==> config.mk <==
export PLATFORM = sky130hd
export DESIGN_NAME = video_mem_arbiter
export DESIGN_NICKNAME = d
export VERILOG_FILES = /design/src/rtl/video_mem_arbiter.sv
export SDC_FILE = /design/constraint.sdc
export NUM_CORES = 1
export LEC_CHECK = 0
export BUFFER_PORTS_ARGS = -buffer_cell sky130_fd_sc_hd__buf_2
export CAP_MARGIN = 20
export CORE_ASPECT_RATIO = 0.7
export CORE_UTILIZATION = 25
export CTS_BUF_LIST = sky130_fd_sc_hd__clkbuf_8
export DETAILED_ROUTE_END_ITERATION = 8
export PLACE_DENSITY = 0.45
export SYNTH_ARGS = -nofsm -noshare
export SYNTH_HDL_FRONTEND = slang
export SYNTH_SLANG_ARGS = --single-unit
==> constraint.sdc <==
create_clock -name clock -period 2.2 [get_ports clock]
set_clock_uncertainty 0.15 [all_clocks]
set_input_delay 0.44 -clock clock [delete_from_list [all_inputs] [get_ports clock]]
set_output_delay 0.44 -clock clock [all_outputs]
set_load 0.01 [all_outputs]
==> src/rtl/video_mem_arbiter.sv <==
// Video RAM arbiter: shares the contended 16K page between the video fetch engine
// and the Z80, and derives the CPU clock enables from the 7 MHz pixel enable,
// stretching CPU T-states while the video contention window is open.
// Optional build macro: ULA_IO_CONTEND_EN (ULA port I/O is contended like RAM).
module video_mem_arbiter #(
  parameter logic [1:0]  CPAGE  = 2'b01,
  parameter int unsigned WRHOLD = 1
) (
  input  logic        clock,
  input  logic        reset,
  input  logic        ce,
  input  logic        cn,
  input  logic [12:0] va,
  input  logic [15:0] a,
  input  logic        mreq_n,
  input  logic        iorq_n,
  input  logic        rd_n,
  input  logic        wr_n,
  input  logic [7:0]  cpu_do,
  output logic [7:0]  cpu_di,
  output logic        cpu_pe,
  output logic        cpu_ne,
  output logic [13:0] ram_a,
  output logic        ram_we,
  output logic [7:0]  ram_d,
  input  logic [7:0]  ram_q,
  output logic        vgrant
);

  typedef enum logic [2:0] {StIdle, StVideo, StCpuRd, StCpuWr, StHold} state_e;

  localparam logic [1:0] WrHold = WRHOLD[1:0];

  state_e      state_q, state_d;
  logic        ret_wr_q, ret_wr_d;  // interrupted access was a write
  logic [1:0]  wrcnt_q, wrcnt_d;
  logic        we_d, rd_cap;
  logic        ph_q, cpu_pe_q, cpu_ne_q;
  logic        ram_we_q, vgrant_q;
  logic [13:0] ram_a_q;
  logic [7:0]  cpu_di_q;
  logic        crange, req, stall;

`ifdef ULA_IO_CONTEND_EN
  assign crange = (a[15:14] == CPAGE) || (!iorq_n && !a[0]);
`else
  logic unused_iorq;
  assign unused_iorq = iorq_n;
  assign crange = (a[15:14] == CPAGE);
`endif

  assign req   = !mreq_n && (a[15:14] == CPAGE) && (!rd_n || !wr_n);
  assign stall = cn && (req || crange);

  // CPU clock enables: pe on ph=0 ce unless stalled (ph then frozen), ne on ph=1 ce.
  always_ff @(posedge clock or negedge reset) begin
    if (!reset) begin
      ph_q     <= 1'b0;
      cpu_pe_q <= 1'b0;
      cpu_ne_q <= 1'b0;
    end else begin
      cpu_pe_q <= 1'b0;
      cpu_ne_q <= 1'b0;
      if (ce) begin
        if (!ph_q) begin
          if (!stall) begin
            cpu_pe_q <= 1'b1;
            ph_q     <= 1'b1;
          end
        end else begin
          cpu_ne_q <= 1'b1;
          ph_q     <= 1'b0;
        end
      end
    end
  end

  // Next-state logic and RAM strobe decisions, evaluated for the coming ce period.
  always_comb begin
    state_d  = state_q;
    ret_wr_d = ret_wr_q;
    wrcnt_d  = wrcnt_q;
    we_d     = 1'b0;
    rd_cap   = 1'b0;
    unique case (state_q)
      StIdle, StVideo: begin
        if (cn) begin
          // Request colliding with a fresh video window goes straight to HOLD.
          if (req && state_q == StIdle) begin
            state_d  = StHold;
            ret_wr_d = rd_n;
            wrcnt_d  = 2'd0;
          end else begin
            state_d = StVideo;
          end
        end else if (req) begin
          if (!rd_n) begin
            state_d = StCpuRd;
          end else begin
            state_d = StCpuWr;
            we_d    = 1'b1;
            wrcnt_d = 2'd1;
          end
        end else begin
          state_d = StIdle;
        end
      end
      StCpuRd: begin
        if (cn) begin
          state_d  = StHold;
          ret_wr_d = 1'b0;
        end else begin
          rd_cap = 1'b1;
          if (mreq_n) state_d = StIdle;
        end
      end
      StCpuWr: begin
        if (cn) begin
          state_d  = StHold;
          ret_wr_d = 1'b1;
        end else if (wrcnt_q < WrHold) begin
          we_d    = 1'b1;
          wrcnt_d = wrcnt_q + 2'd1;
        end else if (mreq_n) begin
          state_d = StIdle;
          wrcnt_d = 2'd0;
        end
      end
      StHold: begin
        if (!cn) begin
          if (ret_wr_q) begin
            state_d = StCpuWr;
            if (wrcnt_q < WrHold) begin
              we_d    = 1'b1;
              wrcnt_d = wrcnt_q + 2'd1;
            end
          end else begin
            state_d = StCpuRd;
          end
        end
      end
      default: state_d = StIdle;
    endcase
  end

  // State and RAM port registers, all updated on ce; video owns ram_a whenever cn.
  always_ff @(posedge clock or negedge reset) begin
    if (!reset) begin
      state_q  <= StIdle;
      ret_wr_q <= 1'b0;
      wrcnt_q  <= 2'd0;
      ram_we_q <= 1'b0;
      vgrant_q <= 1'b0;
      ram_a_q  <= 14'h0000;
      cpu_di_q <= 8'hFF;
    end else if (ce) begin
      state_q  <= state_d;
      ret_wr_q <= ret_wr_d;
      wrcnt_q  <= wrcnt_d;
      ram_we_q <= we_d;
      vgrant_q <= cn;
      if (cn) begin
        ram_a_q <= {1'b0, va};
      end else if (state_d == StCpuRd || state_d == StCpuWr) begin
        ram_a_q <= a[13:0];
      end
      if (rd_cap) cpu_di_q <= ram_q;
    end
  end

  assign cpu_pe = cpu_pe_q;
  assign cpu_ne = cpu_ne_q;
  assign ram_we = ram_we_q;
  assign vgrant = vgrant_q;
  assign ram_a  = ram_a_q;
  assign ram_d  = cpu_do;
  assign cpu_di = cpu_di_q;

endmodule
==> impl.org, run 1 <==
** Run status
- Run status :: finished, final reports clean

** Route
- Using the TritonRoute via totals, the vias-per-cell ratio works out to 4.63.
- Wirelength, routed :: 4.48 mm
- DR iter-0 viols :: 115
- After detailed routing, the number of remaining DRC violations is 0.
- Routed len/inst :: 14.1 um
- The final route contains 1,476 vias.
- Once detail routing completed, the nets flagged for antenna violations numbered 0.
- Before antenna repair, the detailed router went through 4 iterations.

** Synthesis
- Synth unique cells :: 39
- Number of synthesized register bits :: 33
- Yosys printed 0 warnings.
- Dominant cells by area after synthesis :: dfrtp_1 37%, dfstp_2 12%, a221o_1 7.7%
- Mapped Nets :: 208
- Of all cell types, the one taking the most synthesized area is dfrtp_1.
- For this run, the register share of the synthesized area comes to 49.5%.
- Netlist area before placement :: 1690 um^2
- A synthesized cell averages 11.0 um^2.
- The share of synthesized area in the top cell type comes to 37.1%.
- Synthesis handed over a netlist of 153 instances.

** GRT
- First-pass GRT wire length :: 6.98 mm
- The initial antenna violation count is 0.
- The via count of the first global-routing pass came to 1,352.
- Total Routing Usage GR :: 13.0%
- Pin count of the biggest net entering global routing :: 34
- Leftover overflow at the end of global routing :: 0

** Timing
- Worst slew margin relative to its limit :: 51.3%
- Hold timing on the final database bottoms out at a slack of 0.0651 ns.
- For the pin with the worst max-slew slack, the measured transition is 0.731 ns.
- Timing would allow up to 525 MHz.
- Final period demand of the worst path :: 1.91 ns
- Final setup violation count :: 0
- Number of max-slew violations in the final report :: 0
- The final hold violation count was 0.
- The worst path uses 86.6% of the clock period.
- Setup repair after global routing left no endpoint under its margin.

** Setup path
- Slowest cell delay on critical path :: 0.39 ns
- On the critical path the largest part of the delay comes from simple AND/OR/NAND/NOR gates.
- CP bufs+invs :: 1
- Cell Chain, Critical Path :: buf_2, or3b_4, nor3b_1, a21oi_1, a21oi_1, mux2i_1
- Crit path kind :: in2reg
- Critical Path Sink Type :: flop
- The slowest stage of the critical path is the or3b_4 cell.
- Crit-path max FO :: 3
- STA puts the critical path data required time at 2.25 ns.
- STA classifies the critical path startpoint as a primary input.
- Critical Path AT :: 1.95 ns
- The cell that appears most often on the critical path is a21oi_1.

** Pwr
- Power per standard cell area :: 795 nW/um^2
- The clock network is responsible for 24.1% of the overall power.
- Comb pwr share :: 28.7%
- Summed over all nets, the switching power comes to 542 uW.
- Reg power frac :: 47.2%
- Maximum vdd drop :: 0.000286 V
- LEAKAGE :: 0.00114 uW
- The internal portion of the total power is 1240 uW.
- Switch share :: 30.5%
- Power comes to 1780 uW.

** Floorplanning
- The initial utilization of the core area, before any placement, comes to 26.5%.
- IO Count :: 87
- Area of the placeable core :: 6370 um^2
- Area of the die :: 7090 um^2
- After floorplanning, the core was divided into 24 placement rows.
- The die is 100 um wide.
- In this run the vertical extent of the chip is 70.7 um.

** Hold path
- The worst hold path belongs to the class in2async.

** Clock tree
- The clock passes through at most 2 buffers.
- CTS tree :: done
- CTS H-Tree Depth :: 2
- At the later pin of the worst-skew pair, clock insertion delay measures 0.28 ns.
- Sink Count :: 33
- Resized Gates After CTS :: 0
- Setup fix buffers added after clock tree synthesis :: 0
- Total CTS buffers :: 5
- The tree is rooted in a clkbuf_8.
- Clock-pin slew was measured on the worst setup and hold paths at 0.07 ns.
- For this design, the CTS-stage hold fixing added 0 buffers.

** Placement
- Port buffer count :: 69
- Summing all placed instances gives a cell area of 2160 um^2.
- Last weighted congestion value of the routability-driven placer :: 0.807
- Detailed placer's ending HPWL :: 3.31 mm

** Final layout
- Layout cell share with drive strength beyond 1 :: 50.4%
- Cells fill 35.2% of the core in the end.
- The library cells used most frequently in the layout, excluding fill and tap cells, are 69 x buf_2, 25 x dfrtp_1, 15 x buf_4, 13 x and3_1, 13 x a221o_1.
- Final-stage net count :: 282
- Most frequent standard cell in the layout excluding fill and tap cells :: buf_2
- Cell area after layout :: 2240 um^2
- Layout area overhead :: 32.6%
- The repair_antennas step left the layout with diodes totalling 0.

** Flow run
- The tool flagged a number of max-cap violations equal to 0.
metrics by stage:
stage,worst slack [ns],cells,setup TNS [ns]
global placement,-0.00569,311,-0.00569
detailed placement,0.0288,311,0
floorplan,0.230,153,0
finish,0.294,319,0
global route,0.194,319,0
CTS,0.308,319,0
cell families (layout without fill, tap and decap cells):
group	after synthesis	after routing	synth area share [%]
AO/OA/AOI/OAI	37	37	17.7
adder cells (fa/ha/maj)	2	2	1.48
buffers and inverters	22	97	7.26
flip-flops	33	33	49.5
multiplexers	12	12	7.86
AND/OR/NAND/NOR	47	47	16.2
cell usage after synthesis:
cell	count
dfrtp_1	25
a221o_1	13
and3_1	13
nand2_1	11
buf_4	10
mux2_2	10
dfstp_2	8
o21ai_0	7
nor2_1	6
clkbuf_1	5
inv_1	5
a21o_1	3
a21oi_1	3
nand2b_1	3
a22o_1	2
buf_2	2
ha_1	2
mux2i_1	2
nand3_1	2
nand3b_1	2
a211oi_1	1
a21o_2	1
a21oi_2	1
a22oi_1	1
a311oi_1	1
a31oi_2	1
a41oi_1	1
and2_1	1
nand4_1	1
nand4b_1	1
nor2b_1	1
nor3_1	1
nor3_2	1
nor3b_1	1
nor4b_1	1
o21bai_1	1
o2bb2ai_1	1
or3b_4	1
or4b_4	1
metal layers:
layer | global-route usage [%] | up-vias | part of all wire (%)
met4 | 4.03 | 0 | 1.1
met2 | 17.0 | 72 | 40
li1 | - | 704 | -
met1 | 19.4 | 692 | 50
met5 | 0 | - | 0
met3 | 4.84 | 8 | 9.1
flip-flops by register name (all words and copies together) (netlist names):
name      count
cpu_di        8
cpu_ne        1
cpu_pe        1
ph_q          1
ram_a        14
ram_we        1
ret_wr_q      1
state_q       3
vgrant        1
wrcnt_q       2
area by class of cell:
cell class	count	area (um^2)
inverter	5	18.8
timing repair buffer	84	458
multi-input combinational	98	729
clock buffer	5	68.8
fill	665	4130
sequential	33	836
tap	91	114
clock inverter	3	13.8
power groups by stage:
stage          logic (uW)  clock network [uW]  registers [uW]
2_1_floorplan         256                   0             884
3_3_place_gp          517                   0             854
3_5_place_dp          518                   0             848
4_1_cts               520                 457             839
5_1_grt               566                 478             855
6_report              511                 430             839
path summary, 6_finish.rpt:
kind / from / to / slack [ns] / cells past startpoint
max: mreq_n / wrcnt_q[1] / 0.29 / 6
min: reset / vgrant / 0.07 / 1
max reg2reg: wrcnt_q[0] / ram_a[2] / 0.32 / 8
min reg2reg: ph_q / cpu_pe / 0.33 / 1
max in group asynchronous: reset / ram_a[1] / 1.36 / 1
min in group clock: a[13] / ram_a[13] / 0.23 / 2
(Power assumes the default switching activity.)
==> inputs of run 2 (changes only) <==
CTS_CLUSTER_SIZE = 28   (was unset)
SETUP_SLACK_MARGIN = 0.3   (was unset)
==> impl.org, run 2 (synthesized netlist as in run 1, its figures left out) <==
** Run status
- The run finished with clean final reports.

** Final layout
- Layout area overhead :: 36.0%
- Fill cell total of the finished layout :: 659
- Layout cell share with drive strength beyond 1 :: 54.3%
- Antenna cells :: 0
- In the final layout, the multi-input gates occupy 758 um^2.
- Most frequent standard cell in the layout excluding fill and tap cells :: buf_2
- Registers take 838 um^2.
- Flip-flop count of the largest register, all copies and words added :: 14
- Leading cell types in the layout, fill and taps excluded :: 69 x buf_2, 23 x dfrtp_1, 16 x buf_4, 13 x and3_1, 13 x a221o_1
- Final-stage net count :: 284

** Clock tree
- At the later pin of the worst-skew pair, clock insertion delay measures 0.28 ns.
- Counting the buffers created by CTS gives 5.
- TritonCTS built the clock tree.
- Cell at the root of the clock tree :: clkbuf_8
- Buffer levels on the longest clock path :: 2
- Clk slew on worst S/H paths :: 0.07 ns
- Sink Count :: 33
- After clock tree synthesis, the flow added hold-fix buffers numbering 0.
- CTS H-Tree Depth :: 2

** Floorplanning
- Area of the placeable core :: 6370 um^2
- The floorplan step defined a die boundary enclosing 7090 um^2.
- Starting density of the core :: 26.5%
- The floorplan has 24 rows.
- IO Count :: 87
- Die height :: 70.7 um
- In this run the horizontal extent of the chip is 100 um.

** GRT
- Most crowded layer after global routing :: met1
- Global routing used 20.2% of the available met1 tracks.
- For this run the aggregate overflow at the end of global routing stands at 0.
- Pin count of the biggest net entering global routing :: 30
- The via count of the first global-routing pass came to 1,449.
- For this run, global-route usage on met3 was measured as 4.05%.
- Total Routing Usage GR :: 13.6%
- The first global-routing pass estimated 7.44 mm of wire.
- For this run, global-route usage on met2 was measured as 19.0%.
- The initial antenna violation count came to 0.

** Setup path
- Instance count on the critical path :: 6
- Walking the worst path, the cells encountered are nor2_2, nand4_1, nand4b_1, nand2_1, buf_4, a221o_1.
- Largest delay contributor family on the critical path :: simple AND/OR/NAND/NOR gates
- STA classifies the critical path startpoint as a flop.
- STA puts the critical path data required time at 2.20 ns.
- STA puts the critical path data arrival time at 1.83 ns.
- Crit-path max FO :: 6
- STA classifies the critical path endpoint as a flop.
- Length in cells of the worst reg-to-reg path :: 6
- By startpoint and endpoint, the worst setup path is classified as reg2reg.
- CP bufs+invs :: 1
- For this run, the slowest stage of the critical path takes 0.47 ns.
- Slowest stage cell on the critical path :: dfrtp_1

** Timing
- Fmax :: 546 MHz
- Worst slew margin relative to its limit :: 56.3%
- In the finished design, the share of the clock period the worst path needs comes to 83.3%.
- Setup violations remaining at the end of the flow were counted as 0.
- Final period demand of the worst path :: 1.83 ns
- The count of final max-slew check failures came to 0.
- Setup total negative slack :: 0 ns
- At the pin with the least slew margin, the transition time is 0.655 ns.
- Worst hold margin :: 0.0349 ns
- Unrepaired setup endpoints after global routing :: false
- Fin. Hold Viols :: 0

** Route
- DR iter-0 viols :: 171
- The detailed router placed 1,465 vias in this run.
- Number of design rule violations left after detail routing :: 0
- After detailed routing, the average wire length per cell comes to 14.3 um.
- The final layout contains routed wiring with a total length of 4.58 mm.
- DR vias/cell :: 4.56
- Number of iterations in the first detailed-routing pass :: 4
- In this run the remaining antenna-violating nets after routing total 0.

** Placement
- Detailed placer's ending HPWL :: 3.26 mm
- Last weighted congestion value of the routability-driven placer :: 0.825
- In this run the tool buffered the top-level ports with 69 buffer cells.

** Pwr
- Dividing total power by cell area gives a power density of 820 nW/um^2.
- Across the VDD grid, the largest voltage drop is 0.000240 V.
- LEAKAGE :: 0.00115 uW

** Hold path
- Path type of the worst min-delay path :: in2async

** Flow run
- The tool flagged a number of max-cap violations equal to 0.
run 2: final cells by class:
class,instances,share of cell area (%)
inverters,5,0.817
repair buffers,86,20.8
clock inverters,2,0.327
flip-flops and latches,33,36.5
multi-input cells,98,33.0
clock buffers,6,3.60
well taps,91,4.96
run 2: routing by layer:
layer  vias to the layer above  share of wire [%]
li1                        709                  -
met5                         -                  0
met3                         6                6.6
met1                       705                 52
met4                         0               0.61
met2                        45                 41
run 2: what timing repair did:
action | CTS | global route
setup endpoints to repair | 13 | 16
endpoints found under the hold margin | 0 | 0
resized for setup | 1 | 9
pin swaps | 0 | 2
setup buffers | 1 | 3
run 2: metrics by stage:
step / area, um^2 / cells / total power, uW / worst slack [ns] / util, %
floorplan: 1690 / 153 / 1140 / 0.304 / -
global placement: 2150 / 309 / 1370 / 0.0735 / 33.7
detailed placement: 2150 / 309 / 1360 / 0.0453 / 33.7
CTS: 2250 / 318 / 1860 / 0.305 / 35.3
global route: 2300 / 321 / 2010 / 0.295 / 36.1
finish: 2300 / 321 / 1880 / 0.367 / 36.1
run 2: report_power, final:
group	internal [uW]	total (uW)	switching, uW	leakage, uW
registers	765	850	84.7	0.000395
clock network	246	462	216	0.0000538
logic	300	571	271	0.000705
run 2: final timing paths:
| path | end | slack [ns] | startpoint |
|---|---|---|---|
| worst max-delay path | ram_a[4] | 0.37 | state_q[2] |
| worst min-delay path | vgrant | 0.03 | reset |
| worst max register to register | ram_a[4] | 0.37 | state_q[2] |
| worst min register to register | cpu_pe | 0.33 | ph_q |
| max in group asynchronous | cpu_di[2] | 1.25 | reset |
| min in group clock | ram_a[8] | 0.24 | a[8] |
==> inputs of run 3 (changes only) <==
PLACE_DENSITY = 0.47   (was 0.45)
clock period = 1.5 ns   (was 2.2 ns; I/O delays follow)
==> impl.org, run 3 (synthesized netlist as in run 1, its figures left out) <==
** GRT
- For this run, global-route usage on met3 was measured as 4.84%.
- First-pass GRT wire length :: 7.58 mm
- Met2 track utilization from global routing :: 20.9%
- Most crowded layer after global routing :: met2
- Via count of the first global-routing pass :: 1,591
- Leftover overflow at the end of global routing :: 0
- Initial antenna violation count :: 0
- GRT met1 Usage :: 19.4%
- Total Routing Usage GR :: 13.9%
- Entering global routing, the biggest net connects 18 pins.

** Run status
- The flow ran to the end, but the final reports show violations.
- Violations in the final reports :: setup timing

** Clock tree
- Clock-pin slew was measured on the worst setup and hold paths at 0.07 ns.
- In this run the number of H-tree levels came out at 2.
- The clock passes through at most 2 buffers.
- The number of clock buffers added by TritonCTS is 5.
- Worst-skew pair later-pin latency :: 0.28 ns
- CTS tree :: done
- Sink Count :: 33
- Cell at the root of the clock tree :: clkbuf_8

** Final layout
- In the layout the commonest cells are 57 x buf_2, 35 x buf_4, 23 x dfrtp_1, 17 x buf_6.
- Flip-flop count of the largest register, all copies and words added :: 14
- Cell area after layout :: 2640 um^2
- Antenna cells :: 0
- Compared with the post-synthesis result, the final layout area differs by 56.2%.
- The library cell used most frequently in the layout, excluding fill and tap cells, is buf_2.
- Final-stage net count :: 310
- The post-route netlist has 60.9% of its cells at a drive strength greater than 1.
- Util after Layout :: 41.4%

** Timing
- For the pin with the worst max-slew slack, the measured transition is 0.263 ns.
- Worst slew margin relative to its limit :: 82.2%
- Worst hold margin :: 0.0882 ns
- The final hold violation count came to 0.
- The final critical path takes up 117% of the cycle.
- Unrepaired setup endpoints after global routing :: true
- Final period demand of the worst path :: 1.75 ns
- After layout, the worst setup slack is -0.250 ns.
- Setup violations remaining at the end of the flow were counted as 29.
- Fmax :: 571 MHz
- Number of max-slew violations in the final report :: 0

** Setup path
- In this run the worst path has a maximum fanout of 6.
- Critical Path Sink Type :: flop
- Cell Chain, Critical Path :: inv_2, ha_4, nand2_2, a21o_2, buf_4, a31oi_4, buf_6, a221o_1
- Worst setup SP type :: flop
- Critical Path AT :: 1.76 ns
- In this design, the stage delay of the slowest critical-path cell is 0.36 ns.
- CP bufs+invs :: 3
- The worst register-to-register path has a depth of 8.
- Required @ worst endpoint :: 1.51 ns
- Largest delay contributor family on the critical path :: compound AO/OA/AOI/OAI gates
- The largest individual stage delay along the critical path comes from the cell dfrtp_1.
- Instance count on the critical path :: 8
- Crit path kind :: reg2reg

** Route
- After detailed routing, the average wire length per cell comes to 13.3 um.
- Dividing the detail-routed via count by the number of cells gives 4.58.
- Number of iterations in the first detailed-routing pass :: 4
- After the first detailed-routing iteration, the DRC count stood at 63.
- Wirelength, routed :: 4.63 mm
- Number of antenna-violating nets in the routed design :: 0
- Number of design rule violations left after detail routing :: 0
- Vias :: 1,590

** Pwr
- Clock network power share :: 21.6%
- Reg power frac :: 42.1%
- P_sw :: 896 uW
- Net switching is 30.2% of the power.
- Comb pwr share :: 36.2%
- Cell-internal power :: 2070 uW
- LEAKAGE :: 0.00131 uW
- Maximum vdd drop :: 0.000360 V
- Total Power Consumption :: 2970 uW
- Dividing total power by cell area gives a power density of 1130 nW/um^2.

** Hold path
- Instance count along the most critical hold path :: 2
- The tightest min-delay check is of the in2reg type.

** Floorplanning
- The floorplan has 24 rows.
- Starting density of the core :: 26.5%
- Area of the die :: 7090 um^2
- Die height :: 70.7 um
- The core region is 6370 um^2.
- Die X-Extent :: 100 um
- IO Count :: 87

** Placement
- In this run the cell area measured after placement is 2340 um^2.
- Timing analysis after detailed placement gives a worst setup slack of -0.410 ns.
- Last weighted congestion value of the routability-driven placer :: 0.839
- Port buffer count :: 69
- Once detailed placement completed, the half-perimeter wirelength came to 3.47 mm.

** Flow run
- Max-cap violations in this run came to 0.
==> run 3: changes by cell type in the layout (fill, tap and decap cells not counted), moves of 2 or more <==
cell,before,now
buf_6,1,17
buf_2,69,57
clkinv_2,0,2
mux2_4,0,2
mux2_2,10,8
buf_4,16,35
nand2_1,11,9
==> run 3: stage by stage <==
step,instances,setup TNS [ns]
4_1_cts,342,-4.94
2_1_floorplan,153,-3.91
5_1_grt,347,-6.76
6_report,347,-4.61
3_3_place_gp,330,-6.53
3_5_place_dp,330,-7.03
==> run 3: repair_timing <==
item,4_1_cts,5_1_grt
pin swaps,3,5
gates resized for setup,20,10
gates cloned,1,0
buffers inserted,2,5
hold buffers,1,0
endpoints found under the setup margin,55,73
endpoints found under the hold margin,7,0
==> run 3: layout make-up <==
type	instances	area (um^2)
Clock buffer	5	68.8
Clock inverter	3	13.8
Fill cell	650	3730
Inverter	5	18.8
Multi-Input combinational cell	98	806
Sequential cell	33	838
Tap cell	91	114
Timing Repair Buffer	112	777
==> run 3: power groups by stage <==
stage	sequential [uW]	combinational, uW	clock [uW]
after CTS	1250	1020	678
final	1250	1080	643
after floorplan	1300	412	0
after detailed placement	1240	901	0
after global routing	1270	1180	719
after global placement	1250	898	0
==> run 3: final timing paths <==
| kind | from | end | slack, ns |
|---|---|---|---|
| min in group asynchronous | reset | wrcnt_q[1] | 0.31 |
| min reg2reg | ph_q | cpu_pe | 0.32 |
| min | a[13] | ram_a[13] | 0.09 |
| max in group asynchronous | reset | state_q[1] | 0.46 |
| max | wrcnt_q[0] | ram_a[11] | -0.25 |
| max reg2reg | wrcnt_q[0] | ram_a[11] | -0.25 |
==> run 3: metal layers <==
metal	vias to the layer above	routed length, um
met5	-	0
met1	758	2250
met2	65	2030
li1	763	-
met4	0	17
met3	4	330
